### src/rtl/nibble_frame_packer_pkg.sv
// Shared types and constants for the nibble frame packer and its idle timer.
// Frame layout: 16-bit word (4 nibbles) followed by a 24-bit word (6 nibbles), MSB first.
package nibble_frame_pkg;

  typedef logic [2:1][2:1][3:0]      odwwy_t;
  typedef logic [3:2][3:4][2:1][2:4] fzkhr_t;

  typedef enum logic [1:0] {
    COLLECT_A = 2'd0,
    COLLECT_B = 2'd1,
    HOLD      = 2'd2
  } state_e;

  localparam int NIBBLE_W  = 4;
  localparam int A_NIBBLES = 4;
  localparam int B_NIBBLES = 6;
  localparam int FRAME_W   = NIBBLE_W * (A_NIBBLES + B_NIBBLES);

  // Odd parity over the whole 40-bit frame.
  function automatic logic frame_parity(input odwwy_t a, input fzkhr_t b);
    return ^{a, b};
  endfunction

endpackage

### src/rtl/nibble_frame_packer_idle_timer.sv
// Idle-cycle counter: counts enabled cycles up to LIMIT and holds there until cleared.
// LIMIT = 0 removes the counter entirely and the expiry output stays low.
module nibble_idle_timer #(
  parameter int LIMIT = 16
) (
  input  logic clk,
  input  logic rst_n,
  input  logic i_clr,
  input  logic i_en,
  output logic o_expired
);

  generate
    if (LIMIT > 0) begin : g_timer
      localparam int TW = $clog2(LIMIT + 1);
      localparam logic [TW-1:0] LIMIT_V = TW'(LIMIT);

      logic [TW-1:0] r_count;

      always_ff @(posedge clk or negedge rst_n) begin
        if (!rst_n) begin
          r_count <= '0;
        end else if (i_clr) begin
          r_count <= '0;
        end else if (i_en && (r_count != LIMIT_V)) begin
          r_count <= r_count + 1'b1;
        end
      end

      assign o_expired = (r_count == LIMIT_V);
    end else begin : g_no_timer
      assign o_expired = 1'b0;
    end
  endgenerate

endmodule

### src/rtl/nibble_frame_packer.sv
// Packs 10 serial nibbles into a 16-bit + 24-bit frame held behind a valid/ready output.
// Optional odd-parity flag over the frame is enabled by defining NIBBLE_FRAME_PARITY_EN.
module nibble_frame_packer
  import nibble_frame_pkg::*;
#(
  parameter int TIMEOUT_CYCLES = 16,
  parameter int CNT_W          = 16
) (
  input  logic             clk,
  input  logic             rst_n,
  input  logic             in_valid,
  output logic             in_ready,
  input  logic [3:0]       in_nibble,
  output logic             out_valid,
  input  logic             out_ready,
  output odwwy_t           out_odwwy,
  output fzkhr_t           out_fzkhr,
  output bit               out_flag,
  output logic             abort_pulse,
  output logic [CNT_W-1:0] frame_cnt,
  output logic [7:0]       abort_cnt
);

  state_e           r_state;
  logic [2:0]       r_cnt;
  logic [15:0]      r_acc_a;
  logic [19:0]      r_acc_b;
  odwwy_t           r_odwwy;
  fzkhr_t           r_fzkhr;
  logic             r_out_valid;
  logic             r_abort_pulse;
  logic [CNT_W-1:0] r_frame_cnt;
  logic [7:0]       r_abort_cnt;

  state_e           w_state_next;
  logic [2:0]       w_cnt_next;
  logic [15:0]      w_acc_a_next;
  logic [19:0]      w_acc_b_next;
  logic             w_load;
  logic             w_handshake;
  logic             w_accept;
  logic             w_timer_en;
  logic             w_timer_clr;
  logic             w_expired;
  logic             w_abort;
  fzkhr_t           w_frame_fzkhr;

  assign in_ready      = (r_state != HOLD);
  assign w_accept      = in_valid && in_ready;
  assign w_frame_fzkhr = {r_acc_b, in_nibble};

  // Timer only runs while a partial frame exists and the source is idle.
  assign w_timer_en  = !in_valid &&
                       ((r_state == COLLECT_B) || ((r_state == COLLECT_A) && (r_cnt != 3'd0)));
  assign w_timer_clr = w_accept || (r_state == HOLD) || w_abort;
  assign w_abort     = w_expired && !w_accept;

  nibble_idle_timer #(
    .LIMIT (TIMEOUT_CYCLES)
  ) u_idle_timer (
    .clk       (clk),
    .rst_n     (rst_n),
    .i_clr     (w_timer_clr),
    .i_en      (w_timer_en),
    .o_expired (w_expired)
  );

  always_ff @(posedge clk or negedge rst_n) begin
    if (!rst_n) begin
      r_state <= COLLECT_A;
      r_cnt   <= 3'd0;
      r_acc_a <= '0;
      r_acc_b <= '0;
    end else begin
      r_state <= w_state_next;
      r_cnt   <= w_cnt_next;
      r_acc_a <= w_acc_a_next;
      r_acc_b <= w_acc_b_next;
    end
  end

  always_comb begin
    w_state_next = r_state;
    w_cnt_next   = r_cnt;
    w_acc_a_next = r_acc_a;
    w_acc_b_next = r_acc_b;
    w_load       = 1'b0;
    w_handshake  = 1'b0;
    case (r_state)
      COLLECT_A: begin
        if (w_abort) begin
          w_state_next = COLLECT_A;
          w_cnt_next   = 3'd0;
        end else if (w_accept) begin
          w_acc_a_next = {r_acc_a[11:0], in_nibble};
          if (r_cnt == 3'(A_NIBBLES - 1)) begin
            w_state_next = COLLECT_B;
            w_cnt_next   = 3'd0;
          end else begin
            w_cnt_next = r_cnt + 3'd1;
          end
        end
      end
      COLLECT_B: begin
        if (w_abort) begin
          w_state_next = COLLECT_A;
          w_cnt_next   = 3'd0;
        end else if (w_accept) begin
          w_acc_b_next = {r_acc_b[15:0], in_nibble};
          if (r_cnt == 3'(B_NIBBLES - 1)) begin
            w_state_next = HOLD;
            w_cnt_next   = 3'd0;
            w_load       = 1'b1;
          end else begin
            w_cnt_next = r_cnt + 3'd1;
          end
        end
      end
      HOLD: begin
        if (r_out_valid && out_ready) begin
          w_state_next = COLLECT_A;
          w_cnt_next   = 3'd0;
          w_handshake  = 1'b1;
        end
      end
      default: begin
        w_state_next = COLLECT_A;
        w_cnt_next   = 3'd0;
      end
    endcase
  end

  // Frame registers load on the 10th accept so out_valid rises one cycle later.
  always_ff @(posedge clk or negedge rst_n) begin
    if (!rst_n) begin
      r_odwwy     <= '0;
      r_fzkhr     <= '0;
      r_out_valid <= 1'b0;
    end else begin
      if (w_load) begin
        r_odwwy     <= r_acc_a;
        r_fzkhr     <= w_frame_fzkhr;
        r_out_valid <= 1'b1;
      end else if (w_handshake) begin
        r_out_valid <= 1'b0;
      end
    end
  end

  always_ff @(posedge clk or negedge rst_n) begin
    if (!rst_n) begin
      r_abort_pulse <= 1'b0;
      r_frame_cnt   <= '0;
      r_abort_cnt   <= 8'd0;
    end else begin
      r_abort_pulse <= w_abort;
      if (w_handshake) begin
        r_frame_cnt <= r_frame_cnt + 1'b1;
      end
      if (w_abort && (r_abort_cnt != 8'hFF)) begin
        r_abort_cnt <= r_abort_cnt + 8'd1;
      end
    end
  end

`ifdef NIBBLE_FRAME_PARITY_EN
  bit r_flag;

  // Assigning into a 2-state variable turns an X parity into 0.
  always_ff @(posedge clk or negedge rst_n) begin
    if (!rst_n) begin
      r_flag <= 1'b0;
    end else if (w_load) begin
      r_flag <= frame_parity(r_acc_a, w_frame_fzkhr);
    end
  end

  assign out_flag = r_flag;
`else
  assign out_flag = 1'b0;
`endif

  assign out_valid   = r_out_valid;
  assign out_odwwy   = r_odwwy;
  assign out_fzkhr   = r_fzkhr;
  assign abort_pulse = r_abort_pulse;
  assign frame_cnt   = r_frame_cnt;
  assign abort_cnt   = r_abort_cnt;

endmodule

### config.mk
export PLATFORM = sky130hd
export DESIGN_NAME = nibble_frame_packer
export DESIGN_NICKNAME = d
export VERILOG_FILES = /design/src/rtl/nibble_frame_packer_pkg.sv /design/src/rtl/nibble_frame_packer_idle_timer.sv /design/src/rtl/nibble_frame_packer.sv
export SDC_FILE = /design/constraint.sdc
export NUM_CORES = 1
export LEC_CHECK = 0
export ABC_AREA = 0
export CORE_ASPECT_RATIO = 1.75
export CORE_MARGIN = 2
export CORE_UTILIZATION = 53
export CTS_CLUSTER_SIZE = 40
export DETAILED_ROUTE_END_ITERATION = 16
export HOLD_SLACK_MARGIN = 0.06
export PLACE_DENSITY = 0.79
export SETUP_SLACK_MARGIN = 0.05
export SLEW_MARGIN = 15
export SYNTH_ARGS = -nofsm -noshare
export SYNTH_HDL_FRONTEND = slang
export SYNTH_SLANG_ARGS = --single-unit
### constraint.sdc
create_clock -name clk -period 2.04 [get_ports clk]
set_clock_uncertainty 0.2 [all_clocks]
set_input_delay 0.408 -clock clk [delete_from_list [all_inputs] [get_ports clk]]
set_output_delay 0.408 -clock clk [all_outputs]
set_load 0.01 [all_outputs]
-- Word-level counts from Yosys, hierarchy flattened
Cells that the tools add are included.
- input bits: 8
- register bits after elaboration: 112
- logic and storage cells: 85
- equality and inequality tests: 13
- multiplexer cells: 26
- add/sub/neg operators: 4
- reduce and logical (&&, ||, !) cells: 20
- bitwise logic cells: 1
- operators by type and width (cell ; count):
    3-bit two-way mux ; 7
    16-bit by 1-bit adder with 16-bit output (second input constant) ; 1
    2-bit two-way mux ; 7
    5-bit two-way mux ; 2
    3-bit one-hot mux with 3 select lines ; 1
    3-bit AND reduction ; 3
    8-bit by 1-bit adder with 8-bit output (second input constant) ; 1
    1-bit two-way mux ; 8
    8-bit != test (second input constant) ; 1
    1-bit logical AND ; 7
    3-bit by 2-bit != test with 1-bit output (second input constant) ; 2
    3-bit != test (second input constant) ; 2
    2-bit one-hot mux with 3 select lines ; 1
    5-bit by 1-bit adder with 5-bit output (second input constant) ; 1
    5-bit equality test (second input constant) ; 1
    5-bit != test (second input constant) ; 1
    5-bit AND reduction ; 1
    2-bit nonzero test ; 2
    3-bit by 1-bit adder with 3-bit output (second input constant) ; 1
    3-bit by 2-bit equality test with 1-bit output (second input constant) ; 1
    3-bit equality test (second input constant) ; 1
    1-bit logical OR ; 3
    3-bit nonzero test ; 1
    2-bit by 1-bit equality test with 1-bit output (second input constant) ; 1
    6 further kinds ; 7

-- Longest topological paths before layout
Gate-level depths: netlist of run 1.
- depth in word-level cells: 7
- depth in mapped cells: 6

-- Hierarchy
From an unflattened synthesis of run 1, not the netlist that was laid out.
- cells, all modules: 338
- area, all modules: 4719.5 um^2
- modules (own cells, without submodules) (module ; seq. area each (um^2) ; cells each ; area each (um^2) ; instances):
    nibble_frame_packer ; 2677.6 ; 311 ; 4439.3 ; 1
    nibble_idle_timer ; 125.1 ; 27 ; 280.3 ; 1

-- Least setup slack after synthesis of run 1
Ideal clock, no wire load.
- path type: flip-flop to flip-flop
- start point: reg r_abort_cnt[0] (netlist: abort_cnt[0])
- end point: reg r_abort_cnt[1] (netlist: abort_cnt[1])
- stages on the path, launching flop included: 5
- data arrival time: 1.619 ns
- data required time: 1.715 ns
- path slack: 0.096 ns
- period minus slack after synthesis: 1.944 ns
- cells stage by stage: dfrtp_1 -> ha_1 -> and3_1 -> a221oi_2 -> mux2_2
- cells in the longest elaborated chain, start to end: 2
- RTL lines (what ; RTL line ; RTL):
    start: declaration ; nibble_frame_packer.sv:33 ; logic [7:0] r_abort_cnt;
    start signal: assignment ; nibble_frame_packer.sv:161 ; r_abort_cnt <= r_abort_cnt + 8'd1;
    parallel branches: the longest is 2 deep, another holds 8-bit by 1-bit adder with 8-bit output ; - ;
Parallel ways; which one is timed is not known.
A chain may end at the register's enable or synchronous reset.

-- Worst setup path in the final report of run 1
- start point: reg r_frame_cnt[0] (netlist: frame_cnt[0])
- end point: out frame_cnt[0]
- RTL lines (what ; RTL line ; RTL):
    start: declaration ; nibble_frame_packer.sv:32 ; logic [CNT_W-1:0] r_frame_cnt;
    start signal: assignment ; nibble_frame_packer.sv:158 ; r_frame_cnt <= r_frame_cnt + 1'b1;
    end: declaration ; nibble_frame_packer.sv:20 ; output logic [CNT_W-1:0] frame_cnt,
No word-level cell between the ends.

==> impl_metrics.env, run 1 <==
export IMPL_busiest_layer="met2"
export IMPL_syn_num_nets=347
export IMPL_cp_required_ns=1.43
export IMPL_critPathKind="register to output port"
export IMPL_critPathBufInv=1
export IMPL_synth_seq_area_share_pct=60.39
export IMPL_power_density_mw_per_mm2=1159
export IMPL_finalMaxSlewViolations=0
export IMPL_final_hold_viol_count=0
export IMPL_cts_sinks=112
export IMPL_setup_ws_ns=0.09341
export IMPL_grtUsageMet1_pct=24.85
export IMPL_cts_buffer_depth=2
export IMPL_grt_pass1_wl_um=15000
export IMPL_gp_congestion=0.8011
export IMPL_hpwlAfterDp_um=6145
export IMPL_area_delta_synth_final_pct=30.92
export IMPL_multi_input_area_mm2=0.001740
export IMPL_synth_cell_type_count=38
export IMPL_grt_util_met3_pct=4.167
export IMPL_synth_area_per_cell_um2=14.11
export IMPL_crit_path_end_kind="output port"
export IMPL_grt_max_degree=43
export IMPL_fin_crit_sh_pct=95.42
export IMPL_cts_root_buf="clkbuf_16"
export IMPL_r2r_slack_ns=0.13
export IMPL_cp_arrival_ns=1.34
export IMPL_num_io_pins=76
export IMPL_htreeDepth=3
export IMPL_vias_per_cell=5.336
export IMPL_track_usage_pct=20.42
export IMPL_first_iter_violations=114
export IMPL_cp_slowest_cell="clkdlybuf4s50_1"
export IMPL_grt_setup_unrepaired="yes"
export IMPL_post_route_util_pct=70.53
export IMPL_clock_latency_ns=0.34
export IMPL_use_met2_pct=35.35
export IMPL_max_cap_violations=0
export IMPL_cts_made_buffers=9
export IMPL_critPathMaxStageDelay_ns=0.56
export IMPL_yosys_warnings=0
export IMPL_netlist_instances=329
export IMPL_ir_worst_vdd_mv=0.7942
export IMPL_cts_tree="yes"
export IMPL_start_util_pct=53.87
export IMPL_tns_ns=0
export IMPL_setup_viol=0
export IMPL_coreArea_mm2=0.008615
export IMPL_post_place_ws_ns=-0.2085
export IMPL_num_fill_cells=604
export IMPL_grt_pass1_vias=3084
export IMPL_gr_total_overflow=0
export IMPL_hold_class="register to register"
export IMPL_diodes=0
export IMPL_regArea_mm2=0.002814
export IMPL_numPortBuffers=74
export IMPL_cp_start_kind="register"
export IMPL_dp_cells=530
export IMPL_ys_ff_latch=112
export IMPL_worstPathMaxFanout=6
export IMPL_outcome="finished, final reports clean"
export IMPL_route_detailed_drc=0
export IMPL_critical_path_cell_chain="clkdlybuf4s50_1"
export IMPL_rows=45
export IMPL_fmax_ghz=0.5137
export IMPL_syn_area_mm2=0.004641
export IMPL_p_leak_nw=2.756
export IMPL_regToRegStartpoint="u_idle_timer.g_timer.r_count[0]"
export IMPL_worstHoldStart="frame_cnt[15]"
export IMPL_cp_top_family="buffers and inverters"
export IMPL_dr_pass1_iters=4
export IMPL_final_nets=447
export IMPL_die_h_um=127.8
export IMPL_wirelength_um=8876
export IMPL_crit_start="frame_cnt[0]"
export IMPL_via_count=2940
export IMPL_antenna_found_initial=0
export IMPL_fin_cells=551
export IMPL_drive_gt1_share_pct=31.80
export IMPL_die_w_um=74.74
export IMPL_fp_dieArea_mm2=0.009550
export IMPL_ant_nets=0
export IMPL_routedWlPerCell_um=16.11
export IMPL_final_min_clock_period_ns=1.947
export IMPL_clk_pin_slew_ns=0.07
-- final timing paths --
kind                                 end  cells after the start
setup reg to reg                r_cnt[2]                      6
hold / removal             frame_cnt[15]                      1
setup / recovery            frame_cnt[0]                      1
min in group asynchronous   abort_cnt[2]                      2
max in group asynchronous  out_odwwy[10]                      3
hold reg to reg            frame_cnt[15]                      1
-- cell families (layout without fill, tap and decap cells) --
family / Yosys count / count (layout) / share of synthesized area (%)
other: 1 / 1 / 0.08081
XOR/XNOR: 24 / 24 / 4.530
adder cells (fa/ha/maj): 10 / 10 / 2.696
buffers and inverters: 22 / 127 / 2.426
multiplexers: 79 / 79 / 19.17
AND/OR/NAND/NOR: 67 / 67 / 8.439
AO/OA/AOI/OAI: 14 / 14 / 2.265
flip-flops: 112 / 112 / 60.39
-- registers in the layout, indices dropped and copies added (netlist names) --
register and count:
out_odwwy 16, r_acc_a 16, r_state 2, out_valid 1, abort_pulse 1, r_cnt 3, frame_cnt 16, out_fzkhr 24
u_idle_timer.g_timer.r_count 5, abort_cnt 8, r_acc_b 20
-- synth_stat cells (all sizes together) --
library cell / count / area, µm²
nor4bb: 1 / 10.01
nand4: 9 / 71.32
inv: 9 / 33.78
xor2: 9 / 78.83
o21ai: 2 / 10.01
and4: 3 / 26.28
and2: 1 / 6.260
a21bo: 1 / 10.01
nand2: 10 / 37.54
dfrtp: 112 / 2803
a31oi: 1 / 6.260
nor2: 12 / 45.04
o22ai: 2 / 12.51
xnor2: 15 / 131.4
a221oi: 1 / 15.01
nor3b: 3 / 22.52
nor2b: 1 / 6.260
buf: 12 / 75.07
conb: 1 / 3.750
nor4: 4 / 25.02
a22oi: 1 / 7.510
nor3: 5 / 25.02
clkbuf: 1 / 3.750
nand4bb: 1 / 11.26
and4b: 1 / 10.01
a21oi: 3 / 15.01
mux2: 79 / 889.6
nand3: 7 / 35.03
and3: 3 / 18.77
nand4b: 1 / 8.760
ha: 10 / 125.1
nand3b: 1 / 7.510
o32ai: 1 / 8.760
nand2b: 4 / 25.02
a221o: 2 / 20.02
-- per-layer routing --
metal	part of all wire [%]	routed length, µm
met5	0	0
met4	1.7	152
met2	54	4806
met1	40	3514
met3	4.5	401
-- cells in the final DEF (no fill, tap or decap), types with 3 or more instances in the layout --
cell type and n:
xor2_1 9, inv_1 9, nand2b_1 3, nor2_1 11, buf_4 23, clkbuf_16 9
xnor2_1 15, and4_1 3, mux2_2 79, buf_12 5, dfrtp_2 9, a21oi_1 3
dfrtp_1 103, nor3_1 5, nand4_1 8, and3_1 3, ha_1 10, clkdlybuf4s50_1 72
nand3_1 7, nand2_1 10, nor4_1 4
-- stage by stage --
| stage | hold WS (ns) | instance area [µm²] | power [W] |
|---|---|---|---|
| after global placement | 0.1809 | 5694 | 0.005086 |
| after global routing | 0.2975 | 6076 | 0.007445 |
| after floorplan | -0.08759 | 4641 | 0.004297 |
| after CTS | 0.2820 | 6040 | 0.007106 |
| final | 0.2799 | 6076 | 0.007045 |
| after detailed placement | 0.1876 | 5694 | 0.005178 |
-- worst register-to-register path, stage by stage, from the launching register on --
cell and delay (ns):
dfrtp_1 0.43, inv_1 0.08, ha_1 0.16, nor4bb_1 0.33
o32ai_1 0.15, buf_4 0.16, a221o_1 0.29
-- cell type report --
type                            instances  share of cell area (%)
Inverter                                9                  0.5560
Sequential cell                       112                   46.31
Timing Repair Buffer                  102                   16.66
Clock buffer                            9                   3.707
Tap cell                              117                   2.409
Clock inverter                          7                   1.709
Multi-Input combinational cell        195                   28.64
-- power by group --
part	switching [W]	total [W]	internal [W]	leakage, nW
Sequential	0.000466	0.00331	0.00285	1.45
Combinational	0.000716	0.00184	0.00113	1.16
Clock	0.000800	0.00189	0.00109	0.154
Total	0.00198	0.00704	0.00506	2.76
-- timing repair --
item | 4_1_cts | 5_1_grt
endpoints found under the setup margin | 5 | 9
resized for setup | 6 | 5
setup buffers | 0 | 4
pin swaps | 0 | 0
endpoints found under the hold margin | 31 | 0
hold buffers | 1 | 0
Note: power is estimated with default switching activity, not from simulation.
==> inputs of run 2 (changes only) <==
SKIP_CTS_REPAIR_TIMING = 1   (was default)
==> impl_metrics.env, run 2 (synthesized netlist as in run 1, its figures left out) <==
export IMPL_outcome="finished, final reports clean"
export IMPL_cts_tree="yes"
export IMPL_critPathKind="register to output port"
export IMPL_cts_sinks=112
export IMPL_routedWlPerCell_um=16.11
export IMPL_area_delta_synth_final_pct=31.54
export IMPL_final_common_cell="dfrtp_1"
export IMPL_worstHoldStart="frame_cnt[8]"
export IMPL_power_density_mw_per_mm2=1156
export IMPL_hpwlAfterDp_um=6145
export IMPL_fp_dieArea_mm2=0.009550
export IMPL_track_usage_pct=20.46
export IMPL_clk_pin_slew_ns=0.07
export IMPL_cp_start_kind="register"
export IMPL_final_hold_viol_count=0
export IMPL_numPortBuffers=74
export IMPL_wirelength_um=8892
export IMPL_r2r_slack_ns=0.14
export IMPL_finalMaxSlewViolations=0
export IMPL_die_w_um=74.74
export IMPL_cp_top_family="buffers and inverters"
export IMPL_ant_nets=0
export IMPL_die_h_um=127.8
export IMPL_start_util_pct=53.87
export IMPL_cp_arrival_ns=1.34
export IMPL_dp_cells=530
export IMPL_grt_pass1_wl_um=15020
export IMPL_critPathMaxStageDelay_ns=0.57
export IMPL_via_count=2931
export IMPL_crit_start="frame_cnt[12]"
export IMPL_rows=45
export IMPL_final_nets=448
export IMPL_cts_root_buf="clkbuf_16"
export IMPL_post_place_ws_ns=-0.2085
export IMPL_setup_viol=0
export IMPL_fin_crit_sh_pct=95.58
export IMPL_clock_latency_ns=0.34
export IMPL_worstPathMaxFanout=5
export IMPL_dr_pass1_iters=4
export IMPL_coreArea_mm2=0.008615
export IMPL_grt_max_degree=43
export IMPL_first_iter_violations=119
export IMPL_gp_congestion=0.8011
export IMPL_crit_path_end_kind="output port"
export IMPL_route_detailed_drc=0
export IMPL_cts_made_buffers=9
export IMPL_largest_reg_flops=24
export IMPL_gr_total_overflow=0
export IMPL_fin_cells=552
export IMPL_cp_required_ns=1.43
export IMPL_fmax_ghz=0.5129
export IMPL_p_leak_nw=2.767
export IMPL_layout_common_cells="103 x dfrtp_1, 79 x mux2_2, 72 x clkdlybuf4s50_1, 24 x buf_4, 15 x xnor2_1"
export IMPL_antenna_found_initial=0
export IMPL_critPathBufInv=1
export IMPL_regToRegStartpoint="u_idle_timer.g_timer.r_count[0]"
export IMPL_hold_class="register to register"
export IMPL_max_cap_violations=0
export IMPL_diodes=0
export IMPL_num_io_pins=76
export IMPL_critical_path_cell_chain="clkdlybuf4s50_1"
export IMPL_cts_buffer_depth=2
export IMPL_ir_worst_vdd_mv=0.7941
export IMPL_setup_ws_ns=0.09024
export IMPL_vias_per_cell=5.310
export IMPL_final_min_clock_period_ns=1.950
export IMPL_cp_slowest_cell="clkdlybuf4s50_1"
export IMPL_grt_pass1_vias=3081
export IMPL_grt_setup_unrepaired="no"
export IMPL_drive_gt1_share_pct=32.41
export IMPL_timing_hold_ws_ns=0.2817
export IMPL_htreeDepth=3
## run 2: worst paths after layout
kind	to	depth (start not counted)
setup / recovery	frame_cnt[12]	1
hold / removal	frame_cnt[8]	1
setup reg to reg	r_cnt[2]	6
hold reg to reg	frame_cnt[8]	1
max in group asynchronous	out_odwwy[10]	3
min in group asynchronous	abort_cnt[2]	2
## run 2: per-stage QoR
stage / TNS [ns] / power [W] / instance area (µm²) / util [%]
5_1_grt: 0 / 0.007465 / 6105 / 70.86
2_1_floorplan: 0 / 0.004297 / 4641 / -
3_5_place_dp: -8.313 / 0.005178 / 5694 / 66.10
3_3_place_gp: -4.930 / 0.005086 / 5694 / 66.10
4_1_cts: -0.1763 / 0.007101 / 6023 / 69.92
6_report: 0 / 0.007056 / 6105 / 70.86
## run 2: area by class of cell
class	instances	area [µm²]
inverters	9	33.78
well taps	117	146.4
flip-flops and latches	112	2814
repair buffers	103	1023
multi-input cells	195	1758
fillers	599	2510
clock inverters	7	103.9
clock buffers	9	225.2
## run 2: layer usage
layer  up-vias  share of wire [%]  global-route usage, %
met1      1491                 39                  24.97
met2        75                 55                  35.35
met4         0                1.7                  7.038
met5         -                  0                      0
met3        13                4.3                  4.167
li1       1352                  -                      -
## run 2: power breakdown
part / switching [W] / internal, W / total, W
clock network: 0.000793 / 0.00109 / 0.00188
logic: 0.000720 / 0.00114 / 0.00186
registers: 0.000466 / 0.00285 / 0.00331
==> inputs of run 3 (changes only) <==
RECOVER_POWER = 50   (was default)
==> impl_metrics.env, run 3 (synthesized netlist as in run 1, its figures left out) <==
export IMPL_power_total_w=0.007038
export IMPL_final_min_clock_period_ns=1.956
export IMPL_largest_reg_flops=24
export IMPL_finalMaxSlewViolations=0
export IMPL_ir_worst_vdd_mv=0.7937
export IMPL_vias_per_cell=5.315
export IMPL_cp_start_kind="register"
export IMPL_switching_share_pct=28.21
export IMPL_clk_pin_slew_ns=0.07
export IMPL_num_fill_cells=612
export IMPL_track_usage_pct=20.46
export IMPL_hold_class="register to register"
export IMPL_slew_headroom_pct=45.41
export IMPL_rows=45
export IMPL_gp_congestion=0.8011
export IMPL_final_nets=448
export IMPL_antenna_found_initial=0
export IMPL_crit_path_end_kind="output port"
export IMPL_route_detailed_drc=0
export IMPL_power_density_mw_per_mm2=1161
export IMPL_via_count=2934
export IMPL_hpwlAfterDp_um=6145
export IMPL_htreeDepth=3
export IMPL_cts_buffer_depth=2
export IMPL_die_w_um=74.74
export IMPL_setup_viol=0
export IMPL_cp_top_family="buffers and inverters"
export IMPL_drive_gt1_share_pct=31.26
export IMPL_wirelength_um=8928
export IMPL_critPathBufInv=1
export IMPL_cp_required_ns=1.43
export IMPL_cts_made_buffers=9
export IMPL_tightest_slew_ns=0.8189
export IMPL_clock_latency_ns=0.34
export IMPL_p_leak_nw=2.740
export IMPL_fin_crit_sh_pct=95.90
export IMPL_final_hold_viol_count=0
export IMPL_numPortBuffers=74
export IMPL_dr_pass1_iters=4
export IMPL_grt_setup_unrepaired="no"
export IMPL_first_iter_violations=102
export IMPL_cts_root_buf="clkbuf_16"
export IMPL_cts_tree="yes"
export IMPL_start_util_pct=53.87
export IMPL_intPower_w=0.005052
export IMPL_final_common_cell="dfrtp_1"
export IMPL_die_h_um=127.8
export IMPL_ant_nets=0
export IMPL_cts_sinks=112
export IMPL_grt_pass1_wl_um=15020
export IMPL_p_sw_w=0.001985
export IMPL_cp_slowest_cell="clkdlybuf4s50_1"
export IMPL_layout_common_cells="103 x dfrtp_1, 79 x mux2_2, 72 x clkdlybuf4s50_1, 16 x buf_4, 15 x xnor2_1"
export IMPL_critPathMaxStageDelay_ns=0.57
export IMPL_max_cap_violations=0
export IMPL_cp_arrival_ns=1.35
export IMPL_grt_pass1_vias=3081
export IMPL_diodes=0
export IMPL_worstPathMaxFanout=5
export IMPL_area_delta_synth_final_pct=30.60
export IMPL_critPathKind="register to output port"
export IMPL_gr_total_overflow=0
export IMPL_coreArea_mm2=0.008615
export IMPL_grt_max_degree=43
export IMPL_timing_hold_ws_ns=0.2821
export IMPL_critical_path_cell_chain="clkdlybuf4s50_1"
export IMPL_num_io_pins=76
export IMPL_routedWlPerCell_um=16.17
export IMPL_outcome="finished, final reports clean"
export IMPL_combPwrFrac_pct=26.0
export IMPL_fp_dieArea_mm2=0.009550
export IMPL_pwr_share_seq_pct=47.1
export IMPL_fmax_ghz=0.5111
export IMPL_p_clk_share_pct=26.9
==> run 3: changes by cell type in the layout (fill, tap and decap cells not counted), sizes merged <==
cell and change:
clkbuf +8, buf -8, clkdlybuf4s25 +1, dlymetal6s2s -1
==> run 3: per-stage QoR <==
stage	setup TNS (ns)	setup WS, ns	cells	util (%)	cell area, µm²
final	0	0.08356	552	70.36	6061
after global routing	0	0.04206	552	70.36	6061
after CTS	-0.1763	-0.1264	546	69.92	6023
after detailed placement	-8.313	-0.2085	530	66.10	5694
after global placement	-4.930	-0.1386	530	66.10	5694
after floorplan	0	0.09631	329	-	4641
==> run 3: final timing paths <==
path | endpoint | start | slack, ns | cells past startpoint
setup reg to reg | r_cnt[2] | u_idle_timer.g_timer.r_count[0] | 0.12 | 6
setup / recovery | frame_cnt[12] | frame_cnt[12] | 0.08 | 1
hold reg to reg | frame_cnt[8] | frame_cnt[8] | 0.28 | 1
hold / removal | frame_cnt[8] | frame_cnt[8] | 0.28 | 1
min in group asynchronous | abort_cnt[2] | rst_n | 0.49 | 2
max in group asynchronous | r_acc_a[7] | rst_n | 0.29 | 3
==> run 3: final cells by class <==
| cell class | count | area (µm²) | area share, % |
|---|---|---|---|
| clock buffer | 9 | 225.2 | 3.716 |
| clock inverter | 7 | 103.9 | 1.713 |
| inverter | 9 | 33.78 | 0.5574 |
| multi-input combinational | 195 | 1758 | 29.01 |
| sequential | 112 | 2814 | 46.43 |
| tap | 117 | 146.4 | 2.415 |
| timing repair buffer | 103 | 979.7 | 16.16 |
==> run 3: power groups by stage <==
stage | registers, W | clock network, W | logic [W]
after detailed placement | 0.00334 | 0 | 0.00184
after CTS | 0.00332 | 0.00192 | 0.00186
after global placement | 0.00331 | 0 | 0.00177
final | 0.00331 | 0.00189 | 0.00183
after floorplan | 0.00329 | 0 | 0.00101
after global routing | 0.00340 | 0.00203 | 0.00201
==> run 3: per-layer routing <==
layer / track usage, % / vias up / wire [µm]
met5: 0 / - / 0
met3: 4.167 / 13 / 390
li1: - / 1354 / -
met2: 35.35 / 75 / 4866
met1: 24.97 / 1492 / 3522
met4: 7.038 / 0 / 148
